$ cat src/rtl/mage_pkg.sv
// Shared sizing constants and FSM encoding for the hardware-loop IV generator.
package mage_pkg;

    localparam int N_LP              = 4;
    localparam int NBIT_LP_IV        = 8;
    localparam int HWLP_RF_SIZE      = 8;
    localparam int LOG2_N_LP         = $clog2(N_LP);
    localparam int LOG2_HWLP_RF_SIZE = $clog2(HWLP_RF_SIZE);

    typedef enum logic [1:0] {
        IDLE  = 2'd0,
        RUN   = 2'd1,
        DRAIN = 2'd2,
        DONE  = 2'd3
    } hwlp_ivgen_state_e;

endpackage

$ cat src/rtl/hwlp_iv_counter.sv
// One loop level: holds its captured start/end/stride and steps its IV when
// every inner loop wraps (carry_i); wrap_o reports that the next step wraps.
module hwlp_iv_counter #(
    parameter int NBIT_LP_IV = mage_pkg::NBIT_LP_IV
) (
    input  logic                  clk_i,
    input  logic                  rst_n_i,
    input  logic                  load_i,
    input  logic                  active_i,
    input  logic [NBIT_LP_IV-1:0] start_val_i,
    input  logic [NBIT_LP_IV-1:0] end_val_i,
    input  logic [NBIT_LP_IV-1:0] stride_i,
    input  logic                  step_i,
    input  logic                  carry_i,
    output logic [NBIT_LP_IV-1:0] iv_o,
    output logic                  active_o,
    output logic                  at_start_o,
    output logic                  wrap_o,
    output logic                  carry_o
);

    logic [NBIT_LP_IV-1:0] iv_q;
    logic [NBIT_LP_IV-1:0] start_q;
    logic [NBIT_LP_IV-1:0] end_q;
    logic [NBIT_LP_IV-1:0] stride_q;
    logic                  active_q;
    logic [NBIT_LP_IV:0]   sum;

    // The extra sum bit keeps iv+stride from aliasing below end on overflow.
    assign sum        = {1'b0, iv_q} + {1'b0, stride_q};
    assign wrap_o     = sum > {1'b0, end_q};
    assign carry_o    = carry_i & wrap_o;
    assign at_start_o = (iv_q == start_q);
    assign iv_o       = iv_q;
    assign active_o   = active_q;

    always_ff @(posedge clk_i or negedge rst_n_i) begin
        if (!rst_n_i) begin
            iv_q     <= '0;
            start_q  <= '0;
            end_q    <= '0;
            stride_q <= '0;
            active_q <= 1'b0;
        end else if (load_i) begin
            active_q <= active_i;
            start_q  <= active_i ? start_val_i : '0;
            end_q    <= end_val_i;
            stride_q <= (stride_i == '0) ? {{(NBIT_LP_IV-1){1'b0}}, 1'b1} : stride_i;
            iv_q     <= active_i ? start_val_i : '0;
        end else if (step_i && carry_i && active_q) begin
            iv_q <= wrap_o ? start_q : sum[NBIT_LP_IV-1:0];
        end
    end

endmodule

$ cat src/rtl/hwlp_ivgen.sv
// Hardware-loop induction-variable generator: walks an N_LP-deep loop nest and
// pushes one IV tuple per cycle into a shifting register file of HWLP_RF_SIZE entries.
module hwlp_ivgen #(
    parameter int N_LP         = mage_pkg::N_LP,
    parameter int NBIT_LP_IV   = mage_pkg::NBIT_LP_IV,
    parameter int HWLP_RF_SIZE = mage_pkg::HWLP_RF_SIZE
) (
    input  logic                                                 clk_i,
    input  logic                                                 rst_n_i,
    input  logic                                                 start_i,
    input  logic                                                 stall_i,
    input  logic [$clog2(N_LP):0]                                reg_n_lp_i,
    input  logic [N_LP-1:0][NBIT_LP_IV-1:0]                      reg_lp_start_i,
    input  logic [N_LP-1:0][NBIT_LP_IV-1:0]                      reg_lp_end_i,
    input  logic [N_LP-1:0][NBIT_LP_IV-1:0]                      reg_lp_stride_i,
    output logic [HWLP_RF_SIZE-1:0][N_LP-1:0][NBIT_LP_IV-1:0]    hwlp_rf_o,
    output logic [HWLP_RF_SIZE-1:0]                              hwlp_valid_o,
    output logic [HWLP_RF_SIZE-1:0]                              end_lp_o,
    output logic [HWLP_RF_SIZE-1:0][N_LP-1:0]                    hwlp_end_condition_o,
    output logic                                                 busy_o,
    output logic                                                 done_o
);

    import mage_pkg::*;

    hwlp_ivgen_state_e state_q;
    logic              busy_q;
    logic              done_q;

    logic accept_start;
    logic advance;
    logic emit;

    logic [N_LP:0]                   carry;
    logic [N_LP-1:0][NBIT_LP_IV-1:0] iv;
    logic [N_LP-1:0][NBIT_LP_IV-1:0] tuple_iv;
    logic [N_LP-1:0]                 wrap;
    logic [N_LP-1:0]                 at_start;
    logic [N_LP-1:0]                 active;
    logic [N_LP-1:0]                 end_cond;
    logic                            cond_acc;
    logic                            final_tuple;

    logic [HWLP_RF_SIZE-1:0][N_LP-1:0][NBIT_LP_IV-1:0] rf_q;
    logic [HWLP_RF_SIZE-1:0]                           valid_q;
    logic [HWLP_RF_SIZE-1:0]                           end_lp_q;
    logic [HWLP_RF_SIZE-1:0][N_LP-1:0]                 end_cond_q;

    assign accept_start = (state_q == IDLE) && start_i;
    assign advance      = ((state_q == RUN) || (state_q == DRAIN)) && !stall_i;
    assign emit         = (state_q == RUN) && !stall_i;
    assign carry[0]     = 1'b1;

    for (genvar k = 0; k < N_LP; k++) begin : g_lp
        hwlp_iv_counter #(
            .NBIT_LP_IV (NBIT_LP_IV)
        ) u_cnt (
            .clk_i       (clk_i),
            .rst_n_i     (rst_n_i),
            .load_i      (accept_start),
            .active_i    (int'(reg_n_lp_i) > k),
            .start_val_i (reg_lp_start_i[k]),
            .end_val_i   (reg_lp_end_i[k]),
            .stride_i    (reg_lp_stride_i[k]),
            .step_i      (emit),
            .carry_i     (carry[k]),
            .iv_o        (iv[k]),
            .active_o    (active[k]),
            .at_start_o  (at_start[k]),
            .wrap_o      (wrap[k]),
            .carry_o     (carry[k+1])
        );
    end

    // Inactive loops read as IV 0 with a permanently set restart flag and do
    // not hold back the final-tuple detection.
    always_comb begin
        cond_acc    = 1'b1;
        final_tuple = 1'b1;
        tuple_iv    = '0;
        end_cond    = '0;
        for (int k = 0; k < N_LP; k++) begin
            if (active[k]) begin
                cond_acc    = cond_acc & at_start[k];
                end_cond[k] = cond_acc;
                tuple_iv[k] = iv[k];
                final_tuple = final_tuple & wrap[k];
            end else begin
                end_cond[k] = 1'b1;
            end
        end
    end

    always_ff @(posedge clk_i or negedge rst_n_i) begin
        if (!rst_n_i) begin
            rf_q       <= '0;
            valid_q    <= '0;
            end_lp_q   <= '0;
            end_cond_q <= '0;
        end else if (advance) begin
            for (int i = HWLP_RF_SIZE-1; i > 0; i--) begin
                rf_q[i]       <= rf_q[i-1];
                valid_q[i]    <= valid_q[i-1];
                end_lp_q[i]   <= end_lp_q[i-1];
                end_cond_q[i] <= end_cond_q[i-1];
            end
            rf_q[0]       <= emit ? tuple_iv : '0;
            valid_q[0]    <= emit;
            end_lp_q[0]   <= emit & final_tuple;
            end_cond_q[0] <= emit ? end_cond : '0;
        end
    end

    // DRAIN ends when the final tuple is shifted out of the last entry.
    always_ff @(posedge clk_i or negedge rst_n_i) begin
        if (!rst_n_i) begin
            state_q <= IDLE;
            busy_q  <= 1'b0;
            done_q  <= 1'b0;
        end else begin
            case (state_q)
                IDLE: begin
                    if (start_i) begin
                        state_q <= RUN;
                        busy_q  <= 1'b1;
                    end
                end
                RUN: begin
                    if (emit && final_tuple) begin
                        state_q <= DRAIN;
                    end
                end
                DRAIN: begin
                    if (advance && end_lp_q[HWLP_RF_SIZE-1]) begin
                        state_q <= DONE;
                        done_q  <= 1'b1;
                    end
                end
                DONE: begin
                    state_q <= IDLE;
                    busy_q  <= 1'b0;
                    done_q  <= 1'b0;
                end
                default: begin
                    state_q <= IDLE;
                    busy_q  <= 1'b0;
                    done_q  <= 1'b0;
                end
            endcase
        end
    end

    assign hwlp_rf_o            = rf_q;
    assign hwlp_valid_o         = valid_q;
    assign end_lp_o             = end_lp_q;
    assign hwlp_end_condition_o = end_cond_q;
    assign busy_o               = busy_q;
    assign done_o               = done_q;

endmodule

$ cat config.mk
export PLATFORM = sky130hd
export DESIGN_NAME = hwlp_ivgen
export DESIGN_NICKNAME = d
export VERILOG_FILES = /design/src/rtl/mage_pkg.sv /design/src/rtl/hwlp_iv_counter.sv /design/src/rtl/hwlp_ivgen.sv
export SDC_FILE = /design/constraint.sdc
export NUM_CORES = 1
export LEC_CHECK = 0
export BUFFER_PORTS_ARGS = -buffer_cell sky130_fd_sc_hd__buf_2
export CAP_MARGIN = 25
export CELL_PAD_IN_SITES_DETAIL_PLACEMENT = 0
export CELL_PAD_IN_SITES_GLOBAL_PLACEMENT = 2
export CORE_UTILIZATION = 34
export CTS_CLUSTER_DIAMETER = 60
export DETAILED_ROUTE_END_ITERATION = 8
export PLACE_DENSITY_LB_ADDON = 0.05
export SYNTH_ARGS = -nofsm -noshare
export SYNTH_HDL_FRONTEND = slang
export SYNTH_HIERARCHICAL = 1
export SYNTH_SLANG_ARGS = --single-unit
$ cat constraint.sdc
create_clock -name clk_i -period 4.72 [get_ports clk_i]
set_input_delay 0.236 -clock clk_i [delete_from_list [all_inputs] [get_ports clk_i]]
set_output_delay 0.236 -clock clk_i [all_outputs]
set_load 0.1 [all_outputs]
==> impl.org <==
** Run status
- Status :: finished, final reports clean

** Global route
- Global-route total usage across every layer :: 20.8%
- Global routing consumed, on the met1 layer, 30.1% of the routing resources.
- The number of global-route vias before repair came to 15744.
- In the global route stage, met2 resource usage came out at 31.7%.
- Congestion Overflow GR :: 0
- Number of antenna violations at the first check in global routing :: 1
- Entering global routing, the biggest net connects 212 pins.
- After global routing, the most crowded layer is met2.
- Met3 track demand over resource :: 3.30%
- First-pass GRT wire length :: 95900 µm

** Clock tree
- CTS root buffer :: sky130_fd_sc_hd__clkbuf_16
- Count of instances resized after the clock tree is built :: 0
- After clock tree synthesis, the clock-pin slew on the worst setup and hold paths is 0.06 ns.
- Buffers inserted during clock tree synthesis total 54.
- Number of buffers between clock root and the deepest sink :: 3
- Clock tree from TritonCTS :: done
- Post-CTS repair timing setup buffer count :: 0
- The clock drives 440 sinks.
- H-tree levels :: 2
- Number of hold-repair buffers added at the cts stage :: 99
- Worst skew pair latency :: 0.61 ns

** Floorplanning
- The core region is 57600 µm².
- The die is 243 µm wide.
- The die is 243 µm tall.
- I/O pin count :: 409
- Starting utilization of the core area :: 34.3%
- Die outline area :: 59100 µm²
- Row cnt :: 88

** Finish
- N_diodes :: 0
- The net count of the finished layout is 2740.
- Share of final-layout standard cells stronger than drive strength 1 :: 22.3%
- Number of fill cells :: 5750
- Area growth syn-to-layout :: 28.1%
- The multi-input combinational cells in the finished layout cover a total of 8060 µm².
- Area used by sequential logic in the layout :: 11000 µm²

** STA
- Derived from the worst setup path, the maximum achievable clock frequency is 242 MHz.
- Final Hold Vio Count :: 0
- Number of max-slew violations in the final report :: 0
- Final setup violation count :: 0
- Of the available clock period, the critical path in the final layout requires 87.6%.
- Worst max-slew margin expressed relative to the limit :: 32.6%
- At the pin with the least slew margin, the transition time is 1.01 ns.
- For the final database, setup skew stands at 0.0203 ns.
- The smallest clock period supported by the final layout is computed as 4.13 ns.
- Summed over all failing endpoints, the final setup total negative slack is 0 ns.
- Setup repair after global routing left no endpoint under its margin.

** Job
- Max-cap violation count :: 0

** Synth
- Number of warnings reported in the yosys synthesis log :: 6
- Synthesized area per cell :: 9.50 µm²
- The mapped netlist covers 19800 µm².
- In the synthesized netlist, the number of instances is 2081.

** Critical path
- On the worst path, the slowest cell contributes a delay of 0.44 ns.
- Count of buffer and inverter cells on the critical path :: 0
- Critical Path RT :: 5.17 ns
- The cell that appears most often on the critical path is sky130_fd_sc_hd__and2_1.
- Along the worst path, the maximum fanout reaches 6.
- The cell family contributing the most delay on the critical path is compound AO/OA/AOI/OAI gates.
- The worst setup path is of the reg -> reg kind.
- Worst Reg-to-Reg Cells :: 17
- Element type at the critical path start :: register
- The worst setup path is captured at a register.
- Cell at the slowest stage of the critical path :: sky130_fd_sc_hd__fa_1
- Data arrives at the worst endpoint at 4.59 ns.
- Startpoint of the worst register-to-register path :: g_lp[0].u_cnt/iv_o[0]$_DFFE_PN0P_
- Critical Path, Cell by Cell :: ha_1, fa_1, a21o_1, a21oi_1, xnor2_1, ha_1, nand4_1, o221ai_1, a41oi_1, o21ai_2, and2_1, and2_1, and2_1, and3_1, nor2_1, a21boi_0, o31ai_2
- Reg2reg setup slack :: 0.59 ns
- Endpoint of the lowest-slack register-to-register path :: g_lp[3].u_cnt/iv_o[0]$_DFFE_PN0P_

** Placed design
- At the end of routability-driven placement, the weighted congestion stood at 0.822.
- Number of I/O port buffers :: 408
- HPWL Detailed :: 43600 µm

** Drt
- Iter 0 DRT Violations :: 878
- Mean routed wirelength per cell :: 18.3 µm
- Per-cell via count in the routed design :: 4.71
- Via count of the routed design :: 15889
- Antenna viol nets, final :: 0
- The first TritonRoute pass finished after 5 iterations.
- After detailed routing, the number of remaining DRC violations is 0.
- The routed design has 61800 µm of wire.

** Hold path
- In this run the most critical hold path is launched from reg_n_lp_i[1].
- Hold crit path type :: in -> reg
- End point of the worst hold path :: g_lp[2].u_cnt/iv_o[1]$_DFFE_PN0P_
- Worst hold path stage count :: 4
==> state kept, by name, indices dropped and copies added (netlist names) <==
signal and cells:
end_lp_o 8, done_o 1, hwlp_end_condition_o 32, hwlp_valid_o 8, g_lp.u_cnt/end_q 32, busy_o 1
g_lp.u_cnt/start_q 32, hwlp_rf_o 256, state_q 2, g_lp.u_cnt/stride_q 32, g_lp.u_cnt/active_o 4, g_lp.u_cnt/iv_o 32
==> metrics by stage <==
step | setup slack [ns] | hold slack, ns | utilization (%) | instance area, µm² | instances
after floorplan | 1.00 | -0.0596 | - | 19800 | 2083
after detailed placement | 0.559 | 0.223 | 39.1 | 22500 | 3175
after global routing | 0.320 | 0.141 | 44.0 | 25300 | 3371
after CTS | 0.532 | 0.104 | 44.0 | 25300 | 3371
after global placement | 0.634 | 0.223 | 39.1 | 22500 | 3175
final | 0.586 | 0.150 | 44.0 | 25300 | 3371
==> per-layer routing <==
metal / wire length [µm] / vias up
li1: - / 7842
met1: 29800 / 7586
met2: 27500 / 380
met3: 2860 / 81
met4: 1560 / 0
met5: 0 / -
==> placed cells by master (no fill, tap or decap), types with 26 or more instances in the layout <==
| cell | count |
|---|---|
| sky130_fd_sc_hd__dfrtp_1 | 440 |
| sky130_fd_sc_hd__clkbuf_16 | 55 |
| sky130_fd_sc_hd__xnor2_1 | 44 |
| sky130_fd_sc_hd__mux2_2 | 32 |
| sky130_fd_sc_hd__dlygate4sd3_1 | 99 |
| sky130_fd_sc_hd__inv_1 | 71 |
| sky130_fd_sc_hd__nand2_1 | 876 |
| sky130_fd_sc_hd__a22o_1 | 43 |
| sky130_fd_sc_hd__ha_1 | 68 |
| sky130_fd_sc_hd__mux2i_1 | 26 |
| sky130_fd_sc_hd__a21oi_1 | 45 |
| sky130_fd_sc_hd__o21ai_0 | 97 |
| sky130_fd_sc_hd__nor2_1 | 26 |
| sky130_fd_sc_hd__buf_2 | 407 |
==> tightest hold or removal path: cells and delay by family <==
kind	cells	cell delay [ns]
AO/OA/AOI/OAI	2	0.27
buffers and inverters	1	0.11
AND/OR/NAND/NOR	1	0.08
==> worst max path at each step <==
stage                     cells after the start  slack (ns)                                 to                         startpoint
final                                        17        0.59  g_lp[3].u_cnt/iv_o[0]$_DFFE_PN0P_  g_lp[0].u_cnt/iv_o[0]$_DFFE_PN0P_
after CTS                                    17        0.53  g_lp[3].u_cnt/iv_o[0]$_DFFE_PN0P_  g_lp[0].u_cnt/iv_o[0]$_DFFE_PN0P_
after global routing                         16        0.32  g_lp[3].u_cnt/iv_o[0]$_DFFE_PN0P_  g_lp[1].u_cnt/iv_o[0]$_DFFE_PN0P_
after detailed placement                     17        0.56  g_lp[3].u_cnt/iv_o[0]$_DFFE_PN0P_  g_lp[0].u_cnt/iv_o[0]$_DFFE_PN0P_
after floorplan                              18        1.00  g_lp[3].u_cnt/iv_o[0]$_DFFE_PN0P_  g_lp[0].u_cnt/iv_o[0]$_DFFE_PN0P_
after global placement                       17        0.63  g_lp[3].u_cnt/iv_o[0]$_DFFE_PN0P_  g_lp[0].u_cnt/iv_o[0]$_DFFE_PN0P_
==> final cells by class <==
cell class                      count  area share (%)
Sequential cell                   440            43.5
Multi-Input combinational cell   1473            31.8
Timing Repair Buffer              522            12.7
Clock buffer                       80            6.35
Tap cell                          765            3.78
Inverter                           74            1.10
Clock inverter                     17           0.770
Power is left out: the tool's default activity adds up to more than one toggle a clock period on the data nets, which glitch-free logic cannot reach.
